`config.mk`:
```
export PLATFORM = sky130hd
export DESIGN_NAME = i2s_tx
export DESIGN_NICKNAME = d
export VERILOG_FILES = /design/src/rtl/i2s_tx_pkg.sv /design/src/rtl/i2s_bclk_gen.sv /design/src/rtl/i2s_tx.sv
export SDC_FILE = /design/constraint.sdc
export NUM_CORES = 1
export LEC_CHECK = 0
export BUFFER_PORTS_ARGS = -buffer_cell sky130_fd_sc_hd__buf_2
export CAP_MARGIN = 20
export CORE_MARGIN = 4
export CORE_UTILIZATION = 37
export CTS_CLUSTER_SIZE = 24
export DETAILED_ROUTE_END_ITERATION = 8
export PLACE_DENSITY = 0.68
export SYNTH_ARGS = -nofsm -noshare
export SYNTH_HDL_FRONTEND = slang
export SYNTH_SLANG_ARGS = --single-unit
export TNS_END_PERCENT = 100
```
`constraint.sdc`:
```
create_clock -name clk -period 3.3 [get_ports clk]
set_clock_uncertainty 0.2 [all_clocks]
set_input_delay 0.495 -clock clk [delete_from_list [all_inputs] [get_ports clk]]
set_output_delay 0.495 -clock clk [all_outputs]
set_load 0.02 [all_outputs]
```
`src/rtl/i2s_tx_pkg.sv`:
```
// rtl/i2s_tx_pkg.sv - shared audio constants and I2S transmitter types
package i2s_tx_pkg;

   localparam int AUDIO_SAMPLE_WIDTH = 20;
   localparam int I2S_SLOT_WIDTH     = 32;
   localparam int I2S_BCLK_DIV       = 2;

   localparam int I2S_MODE_PHILIPS   = 1;
   localparam int I2S_MODE_LJ        = 0;

   typedef enum logic {
      ST_IDLE = 1'b0,
      ST_RUN  = 1'b1
   } i2s_state_e;

endpackage

```
`src/rtl/i2s_bclk_gen.sv`:
```
// rtl/i2s_bclk_gen.sv - bit clock divider with single-clk rise/fall event strobes
module i2s_bclk_gen
   import i2s_tx_pkg::*;
#(
   parameter int BCLK_DIV = I2S_BCLK_DIV
) (
   input  logic clk,
   input  logic rst_n,
   input  logic run,
   output logic bclk,
   output logic rise,
   output logic fall
);

   localparam int              DW       = (BCLK_DIV > 1) ? $clog2(BCLK_DIV) : 1;
   localparam logic [DW-1:0]   DIV_LAST = DW'(BCLK_DIV - 1);

   logic [DW-1:0] div_cnt;
   logic          tick;

   // Strobes flag the clk on whose edge bclk will toggle, so the shifter can move in lockstep.
   assign tick = run && (div_cnt == DIV_LAST);
   assign rise = tick && !bclk;
   assign fall = tick && bclk;

   always_ff @(posedge clk or negedge rst_n) begin
      if (!rst_n) begin
         div_cnt <= '0;
         bclk    <= 1'b0;
      end else if (!run) begin
         div_cnt <= '0;
         bclk    <= 1'b0;
      end else if (tick) begin
         div_cnt <= '0;
         bclk    <= ~bclk;
      end else begin
         div_cnt <= div_cnt + 1'b1;
      end
   end

endmodule

```
`src/rtl/i2s_tx.sv`:
```
// rtl/i2s_tx.sv - stereo sample serializer for a 3-wire I2S / left-justified DAC link
module i2s_tx
   import i2s_tx_pkg::*;
#(
   parameter int SAMPLE_WIDTH = AUDIO_SAMPLE_WIDTH,
   parameter int SLOT_WIDTH   = I2S_SLOT_WIDTH,
   parameter int BCLK_DIV     = I2S_BCLK_DIV,
   parameter int I2S_MODE     = I2S_MODE_PHILIPS
) (
   input  logic                    clk,
   input  logic                    rst_n,
   input  logic                    en,
   input  logic [SAMPLE_WIDTH-1:0] left,
   input  logic [SAMPLE_WIDTH-1:0] right,
   output logic                    sample_taken,
   output logic                    bclk,
   output logic                    lrck,
   output logic                    sdata
);

   localparam int             B_W     = $clog2(2 * SLOT_WIDTH);
   localparam logic [B_W-1:0] B_SLOT  = B_W'(SLOT_WIDTH);
   localparam logic [B_W-1:0] B_LAST  = B_W'(2 * SLOT_WIDTH - 1);
   localparam bit             PHILIPS = (I2S_MODE != I2S_MODE_LJ);

   i2s_state_e              state, state_nxt;
   logic [B_W-1:0]          b, b_nxt;
   logic [SAMPLE_WIDTH-1:0] shadow_l, shadow_r;
   logic                    run, rise, fall;

   // Philips mode delays the data by one bclk, so b=0 carries the wrapped padding slot.
   function automatic logic bit_at(input logic [B_W-1:0] idx,
                                   input logic [SAMPLE_WIDTH-1:0] l,
                                   input logic [SAMPLE_WIDTH-1:0] r);
      int unsigned             k, j;
      logic [SAMPLE_WIDTH-1:0] ch;
      k = 32'(idx);
      if (PHILIPS) k = (k == 0) ? 2 * SLOT_WIDTH - 1 : k - 1;
      ch = (k < SLOT_WIDTH) ? l : r;
      j  = (k < SLOT_WIDTH) ? k : k - SLOT_WIDTH;
      ch = ch << j;
      return (j < SAMPLE_WIDTH) ? ch[SAMPLE_WIDTH-1] : 1'b0;
   endfunction

   assign run   = (state == ST_RUN) && en;
   assign b_nxt = (b == B_LAST) ? '0 : b + 1'b1;

   i2s_bclk_gen #(
      .BCLK_DIV (BCLK_DIV)
   ) u_bclk_gen (
      .clk   (clk),
      .rst_n (rst_n),
      .run   (run),
      .bclk  (bclk),
      .rise  (rise),
      .fall  (fall)
   );

   always_ff @(posedge clk or negedge rst_n) begin
      if (!rst_n) state <= ST_IDLE;
      else        state <= state_nxt;
   end

   always_comb begin
      state_nxt = state;
      case (state)
         ST_IDLE: if (en)  state_nxt = ST_RUN;
         ST_RUN:  if (!en) state_nxt = ST_IDLE;
         default:          state_nxt = ST_IDLE;
      endcase
   end

   always_ff @(posedge clk or negedge rst_n) begin
      if (!rst_n) begin
         b            <= '0;
         lrck         <= 1'b0;
         sdata        <= 1'b0;
         sample_taken <= 1'b0;
         shadow_l     <= '0;
         shadow_r     <= '0;
      end else begin
         sample_taken <= 1'b0;
         if (!en) begin
            b     <= '0;
            lrck  <= 1'b0;
            sdata <= 1'b0;
         end else if (state == ST_IDLE) begin
            shadow_l     <= left;
            shadow_r     <= right;
            sample_taken <= 1'b1;
            b            <= '0;
            lrck         <= 1'b0;
            sdata        <= bit_at('0, left, right);
         end else if (fall) begin
            b    <= b_nxt;
            lrck <= (b_nxt >= B_SLOT);
            // Frame wrap: both channels are captured together and bit 0 comes from the fresh pair.
            if (b_nxt == '0) begin
               shadow_l     <= left;
               shadow_r     <= right;
               sample_taken <= 1'b1;
               sdata        <= bit_at('0, left, right);
            end else begin
               sdata <= bit_at(b_nxt, shadow_l, shadow_r);
            end
         end
      end
   end

   assert property (@(posedge clk) disable iff (!rst_n) rise |=> $stable(sdata));

endmodule
```
==> run_results.csv, run 1 <==
group,metric,value,unit
floorplanning,fp.dieArea,9320,um^2
run,max_cap_viol_count,0,
timing,hold_viol,0,
timing,finalSetupViolCount,0,
yosys,syn_area,2900,um^2
yosys,netlist-cell-type-count,55,
yosys,yosysTopAreaCell,"dfrtp_1",
power_and_ir_drop,p_leak,1.54,nW
cts,cts_tree,"built",
timing,fin_tns_setup,0,ns
yosys,seq_area_frac_synth,0.449,
drt,vias,2204,
yosys,yosysWarnings,0,
final_layout,stdcell_area,3350,um^2
setup_path,timing.rr.start,"b[1]",
placed_design,io_buffers,46,
placed_design,place_area,3250,um^2
drt,antenna_left,0,
drt,drt-initial-drc-count,180,
final_layout,final_util,0.436,
setup_path,critical_path_class,"flip-flop to flip-flop",
setup_path,slowest_stage,"dfrtp_1",
setup_path,worstSetupStartpointType,"flip-flop",
timing,min_period_over_period,0.928,
yosys,synthTopCellsByArea,"dfrtp_1, mux2_2, mux2i_1, nand2_1, a21oi_1",
drt,viasPerCell,5.35,
cts,cts_buffer_depth,2,
setup_path,crit_path_end,"sdata",
drt,wirelength,6420,um
run_status,outcome,"finished, final reports clean",
cts,cts_sinks,52,
final_layout,drive_above_1_share,0.355,
yosys,syn-num-nets,307,
cts,cts-root-buf,"clkbuf_8",
floorplanning,ioPinCount,47,
placed_design,dp.cells,403,
setup_path,r2r_cells,9,
cts,cts_made_buffers,5,
cts,htreeDepth,2,
floorplanning,num_rows,32,
drt,drtPass1Iterations,4,
yosys,synth_top_area_frac,0.449,
grt,grt_overflow,0,
yosys,synth_ff_type,"dfrtp_1",
floorplanning,core,7690,um^2
final_layout,area_growth,15.5,%
setup_path,crit_path_end_kind,"flip-flop",
yosys,synthCells,262,
setup_path,cpPeakStageDelay,0.50,ns
final_layout,fin_cells,412,
yosys,synth_edf_count,0,
placed_design,dpl.hpwl,4930,um
setup_path,crit_chain,"ha_2, and2_1, nand2b_1, a21oi_1, mux2_1, a221oi_1, o31ai_1, o211ai_1, nand4_1",
floorplanning,die_w,96.5,um
setup_path,r2r_slack,0.24,ns
timing,report.final.slew_viol_count,0,
yosys,ys_ff_latch,52,
hold_path,worst_hold_path_type,"primary input to flip-flop",
cts,postCtsSetupRepairBufs,0,
drt,routedWlPerCell,15.6,um
timing,worstMarginPinSlew,0.563,ns
drt,drc,0,
yosys,synth.avg_cell_area,11.1,um^2
timing,rsz0062_at_grt,"false",
yosys,async_flop_share,1.00,
placed_design,preCtsSetupSlack,0.206,ns
floorplanning,die_y,96.5,um
final_layout,final_nets,354,
setup_path,critPathMaxFanout,10,
grt,grt_pass1_vias,2338,
grt,grt_usage,0.151,
final_layout,fillers,776,
grt,grt_first_pass_wirelength,11200,um
timing,fmax,326,MHz
grt,grt_max_degree,41,
final_layout,diodes,0,
floorplanning,initial_core_util,0.377,
timing,worst_slack,0.237,ns
power_and_ir_drop,power.total,1.30,mW
timing,whs,0.134,ns
grt,antenna_found_initial,0,
cts,path_clk_slew,0.09,ns
setup_path,r2r-end,"sdata",
setup_path,required,3.27,ns
placed_design,gp_congestion,0.963,
timing,maxSlewHeadroom,0.625,
power_and_ir_drop,peakVddDrop,255,uV
setup_path,startpoint,"b[1]",
power_and_ir_drop,powerDensity,389,nW/um^2
setup_path,worstPathArrival,3.03,ns
cts,clock_latency,0.30,ns
timing,min_period,3.06,ns
[per-layer routing]
metal,track usage,vias up,share of wire
met5,0,-,0
met2,0.261,73,0.51
li1,-,1058,-
met3,0.0256,6,0.057
met4,0.0397,0,0.012
met1,0.197,1067,0.42
[power by group]
| part | total (mW) | internal (mW) | switching [mW] |
|---|---|---|---|
| clock | 0.366 | 0.171 | 0.194 |
| sequential | 0.758 | 0.711 | 0.0468 |
| combinational | 0.180 | 0.108 | 0.0722 |
| total | 1.30 | 0.991 | 0.313 |
[worst min-delay path by stage]
| stage | slack [ns] | end | depth (start not counted) | from |
|---|---|---|---|---|
| 2_1_floorplan | -0.0006 | b[0] | 0 | rst_n |
| 3_3_place_gp | 0.27 | u_bclk_gen.div_cnt | 1 | u_bclk_gen.div_cnt |
| 3_5_place_dp | 0.28 | lrck | 1 | lrck |
| 4_1_cts | 0.13 | state | 1 | en |
| 5_1_grt | 0.14 | state | 1 | en |
| 6_report | 0.13 | state | 1 | en |
[cell type report]
class                           count  area (um^2)  area share
Clock buffer                        8         90.1      0.0269
Inverter                            6         22.5     0.00672
Multi-Input combinational cell    189         1500       0.447
Sequential cell                    52         1300       0.388
Tap cell                          102          128      0.0381
Timing Repair Buffer               55          313      0.0934
[cells by family after synthesis]
kind of cell / share of synthesized area
adder cells (fa/ha/maj): 0.00863
XOR/XNOR: 0.0237
AND/OR/NAND/NOR: 0.121
flip-flops: 0.449
AO/OA/AOI/OAI: 0.144
buffers and inverters: 0.0388
multiplexers: 0.215
[registers in the layout (all words and copies together) (netlist names)]
signal and count:
b 6, lrck 1, sample_taken 1, sdata 1, shadow_l 20, shadow_r 20
state 1, u_bclk_gen.bclk 1, u_bclk_gen.div_cnt 1
[cell usage after synthesis (all sizes together), types with 3 or more instances]
master and instances:
dfrtp 52, mux2 43, nand2 20, mux2i 14
nor2 14, a21oi 12, buf 11, nor3 7
and2 6, nand3 6, o21ai 6, a211oi 5
inv 5, o211ai 5, xnor2 5, a31oi 4
clkbuf 4, nor4 4, nand4 3, o21a 3
[placed cells by master, fill, tap and decap left out, types with 2 or more instances in the layout]
| cell | instances |
|---|---|
| dfrtp_1 | 52 |
| buf_2 | 46 |
| mux2_2 | 41 |
| nand2_1 | 20 |
| nor2_1 | 14 |
| mux2i_1 | 14 |
| a21oi_1 | 12 |
| nor3_1 | 7 |
| buf_4 | 7 |
| nand3_1 | 6 |
| and2_1 | 6 |
| clkbuf_8 | 6 |
| o211ai_1 | 5 |
| inv_1 | 5 |
| xnor2_1 | 5 |
| a211oi_1 | 5 |
| o21ai_0 | 4 |
| nor4_1 | 4 |
| a31oi_1 | 4 |
| o21a_1 | 3 |
| nand4_1 | 3 |
| nor2b_1 | 2 |
| and3_1 | 2 |
| mux2_1 | 2 |
| clkbuf_1 | 2 |
[worst max-delay path: cells and delay by family, from the launching register on]
kind	cells	cell delay [ns]
DFF	1	0.50
muxes	1	0.36
and+or+nand+nor	3	0.55
adders and majority gates	1	0.36
AOI/OAI and AO/OA	4	0.96
[repair_timing]
action | 4_1_cts | 5_1_grt
hold buffers | 1 | 0
endpoints found under the hold margin | 25 | 0
endpoints found under the setup margin | 0 | 1
gates resized for setup | 0 | 1
Note: power is estimated with default switching activity, not from simulation.
==> inputs of run 2 (changes only) <==
--- a/config.mk
+++ b/config.mk
@@ -7,11 +7,13 @@
 export LEC_CHECK = 0
 export BUFFER_PORTS_ARGS = -buffer_cell sky130_fd_sc_hd__buf_2
 export CAP_MARGIN = 20
+export CELL_PAD_IN_SITES_DETAIL_PLACEMENT = 1
+export CELL_PAD_IN_SITES_GLOBAL_PLACEMENT = 1
 export CORE_MARGIN = 4
 export CORE_UTILIZATION = 37
 export CTS_CLUSTER_SIZE = 24
 export DETAILED_ROUTE_END_ITERATION = 8
-export PLACE_DENSITY = 0.68
+export PLACE_DENSITY = 0.8
 export SYNTH_ARGS = -nofsm -noshare
 export SYNTH_HDL_FRONTEND = slang
 export SYNTH_SLANG_ARGS = --single-unit
==> run_results.csv, run 2 (synthesis gave the netlist of run 1 again) <==
group,metric,value,unit
placed_design,preCtsSetupSlack,0.125,ns
timing,hold_viol,0,
setup_path,critical_path_class,"flip-flop to flip-flop",
floorplanning,ioPinCount,47,
timing,worstMarginPinSlew,0.636,ns
setup_path,crit_chain,"ha_2, and2_1, nand2b_1, a21oi_2, mux2_1, a221oi_1, o31ai_1, o211ai_1, nand4_1",
grt,grt_max_degree,53,
setup_path,slowest_stage,"dfrtp_1",
grt,grt_usage,0.166,
setup_path,worstPathArrival,3.10,ns
drt,drtPass1Iterations,4,
floorplanning,die_w,96.5,um
cts,cts_hold_buffers,0,
power_and_ir_drop,p_sw,0.335,mW
final_layout,reg_top3,"shadow_l (20), shadow_r (20), b (6)",
setup_path,required,3.28,ns
placed_design,io_buffers,46,
power_and_ir_drop,p_seq_frac,0.584,
final_layout,diodes,0,
final_layout,final_nets,355,
setup_path,critPathMaxFanout,10,
cts,cts_buffer_depth,2,
grt,grt_overflow,0,
timing,report.final.slew_viol_count,0,
timing,rsz0062_at_grt,"false",
drt,drt-initial-drc-count,153,
power_and_ir_drop,peakVddDrop,264,uV
floorplanning,core,7690,um^2
power_and_ir_drop,power.share.switching,0.257,
timing,maxSlewHeadroom,0.576,
drt,drc,0,
setup_path,timing.rr.start,"b[1]",
run_status,outcome,"finished, final reports clean",
cts,cts-root-buf,"clkbuf_8",
final_layout,final_common_cell,"dfrtp_1",
setup_path,r2r_slack,0.18,ns
timing,worst_slack,0.176,ns
drt,routedWlPerCell,17.7,um
cts,htreeDepth,2,
placed_design,gp_congestion,0.917,
final_layout,most-common-layout-cells,"dfrtp_1, buf_2, mux2_2",
drt,antenna_left,0,
final_layout,area_growth,15.7,%
drt,vias,2288,
setup_path,cpPeakStageDelay,0.52,ns
power_and_ir_drop,powerDensity,389,nW/um^2
drt,wirelength,7330,um
power_and_ir_drop,clockPowerShare,0.276,
floorplanning,num_rows,32,
floorplanning,fp.dieArea,9320,um^2
setup_path,worstSetupStartpointType,"flip-flop",
floorplanning,die_y,96.5,um
final_layout,drive_above_1_share,0.367,
run,max_cap_viol_count,0,
timing,min_period_over_period,0.947,
cts,clock_latency,0.30,ns
grt,grt_first_pass_wirelength,12000,um
timing,finalSetupViolCount,0,
placed_design,dpl.hpwl,5500,um
cts,cts_sinks,52,
final_layout,fillers,885,
setup_path,r2r-end,"sdata",
timing,fin_tns_setup,0,ns
timing,min_period,3.12,ns
setup_path,crit_path_end_kind,"flip-flop",
power_and_ir_drop,power_frac_comb,0.141,
drt,viasPerCell,5.54,
timing,fmax,320,MHz
cts,cts_tree,"built",
cts,cts_made_buffers,5,
cts,path_clk_slew,0.10,ns
setup_path,r2r_cells,9,
power_and_ir_drop,p_leak,1.54,nW
grt,grt_pass1_vias,2433,
power_and_ir_drop,p_int,0.970,mW
hold_path,worst_hold_path_type,"primary input to async pin",
grt,antenna_found_initial,0,
floorplanning,initial_core_util,0.377,
## run 2: through the flow
step	std cells	util	hold WS, ns	cell area (um^2)	power, mW
2_1_floorplan	262	-	-0.000591	2900	0.875
3_3_place_gp	405	0.424	0.275	3260	0.947
3_5_place_dp	405	0.424	0.285	3260	0.962
4_1_cts	413	0.436	0.121	3350	1.32
5_1_grt	413	0.437	0.129	3360	1.37
6_report	413	0.437	0.0852	3360	1.31
## run 2: power groups by stage
stage | Sequential, mW | Clock [mW] | Combinational, mW
final | 0.762 | 0.360 | 0.183
after global placement | 0.771 | 0 | 0.177
after CTS | 0.762 | 0.369 | 0.187
after detailed placement | 0.775 | 0 | 0.186
after floorplan | 0.754 | 0 | 0.122
after global routing | 0.772 | 0.398 | 0.204
## run 2: layout make-up
cell class | count | area (um^2) | area share
multi-input combinational | 189 | 1500 | 0.447
sequential | 52 | 1300 | 0.388
timing repair buffer | 56 | 318 | 0.0947
tap | 102 | 128 | 0.0380
clock buffer | 6 | 72.6 | 0.0216
inverter | 6 | 22.5 | 0.00671
clock inverter | 2 | 13.8 | 0.00410
## run 2: how the worst max path moves through the flow
stage	start	end	slack (ns)	cells after the start
2_1_floorplan	b[1]	sdata	0.60	10
3_3_place_gp	b[1]	sdata	0.27	9
3_5_place_dp	b[1]	sdata	0.13	9
4_1_cts	b[1]	sdata	0.10	9
5_1_grt	b[1]	sdata	0.009	9
6_report	b[1]	sdata	0.18	9
## run 2: critical path: cells and delay by family (launching register included)
kind | cells | cell delay, ns
AOI/OAI and AO/OA | 4 | 0.96
and+or+nand+nor | 3 | 0.61
DFF | 1 | 0.52
adders and majority gates | 1 | 0.37
muxes | 1 | 0.35
## run 2: metal layers
| metal | wire length (um) | up-vias | global-route usage |
|---|---|---|---|
| li1 | - | 1059 | - |
| met1 | 3170 | 1161 | 0.211 |
| met2 | 3760 | 57 | 0.293 |
| met3 | 281 | 11 | 0.0294 |
| met4 | 117 | 0 | 0.0421 |
| met5 | 0 | - | 0 |
## run 2: what timing repair did
action / in CTS / in global routing
gates resized for setup: 0 / 2
setup endpoints to repair: 0 / 1
endpoints found under the hold margin: 0 / 0
buffers inserted: 0 / 0
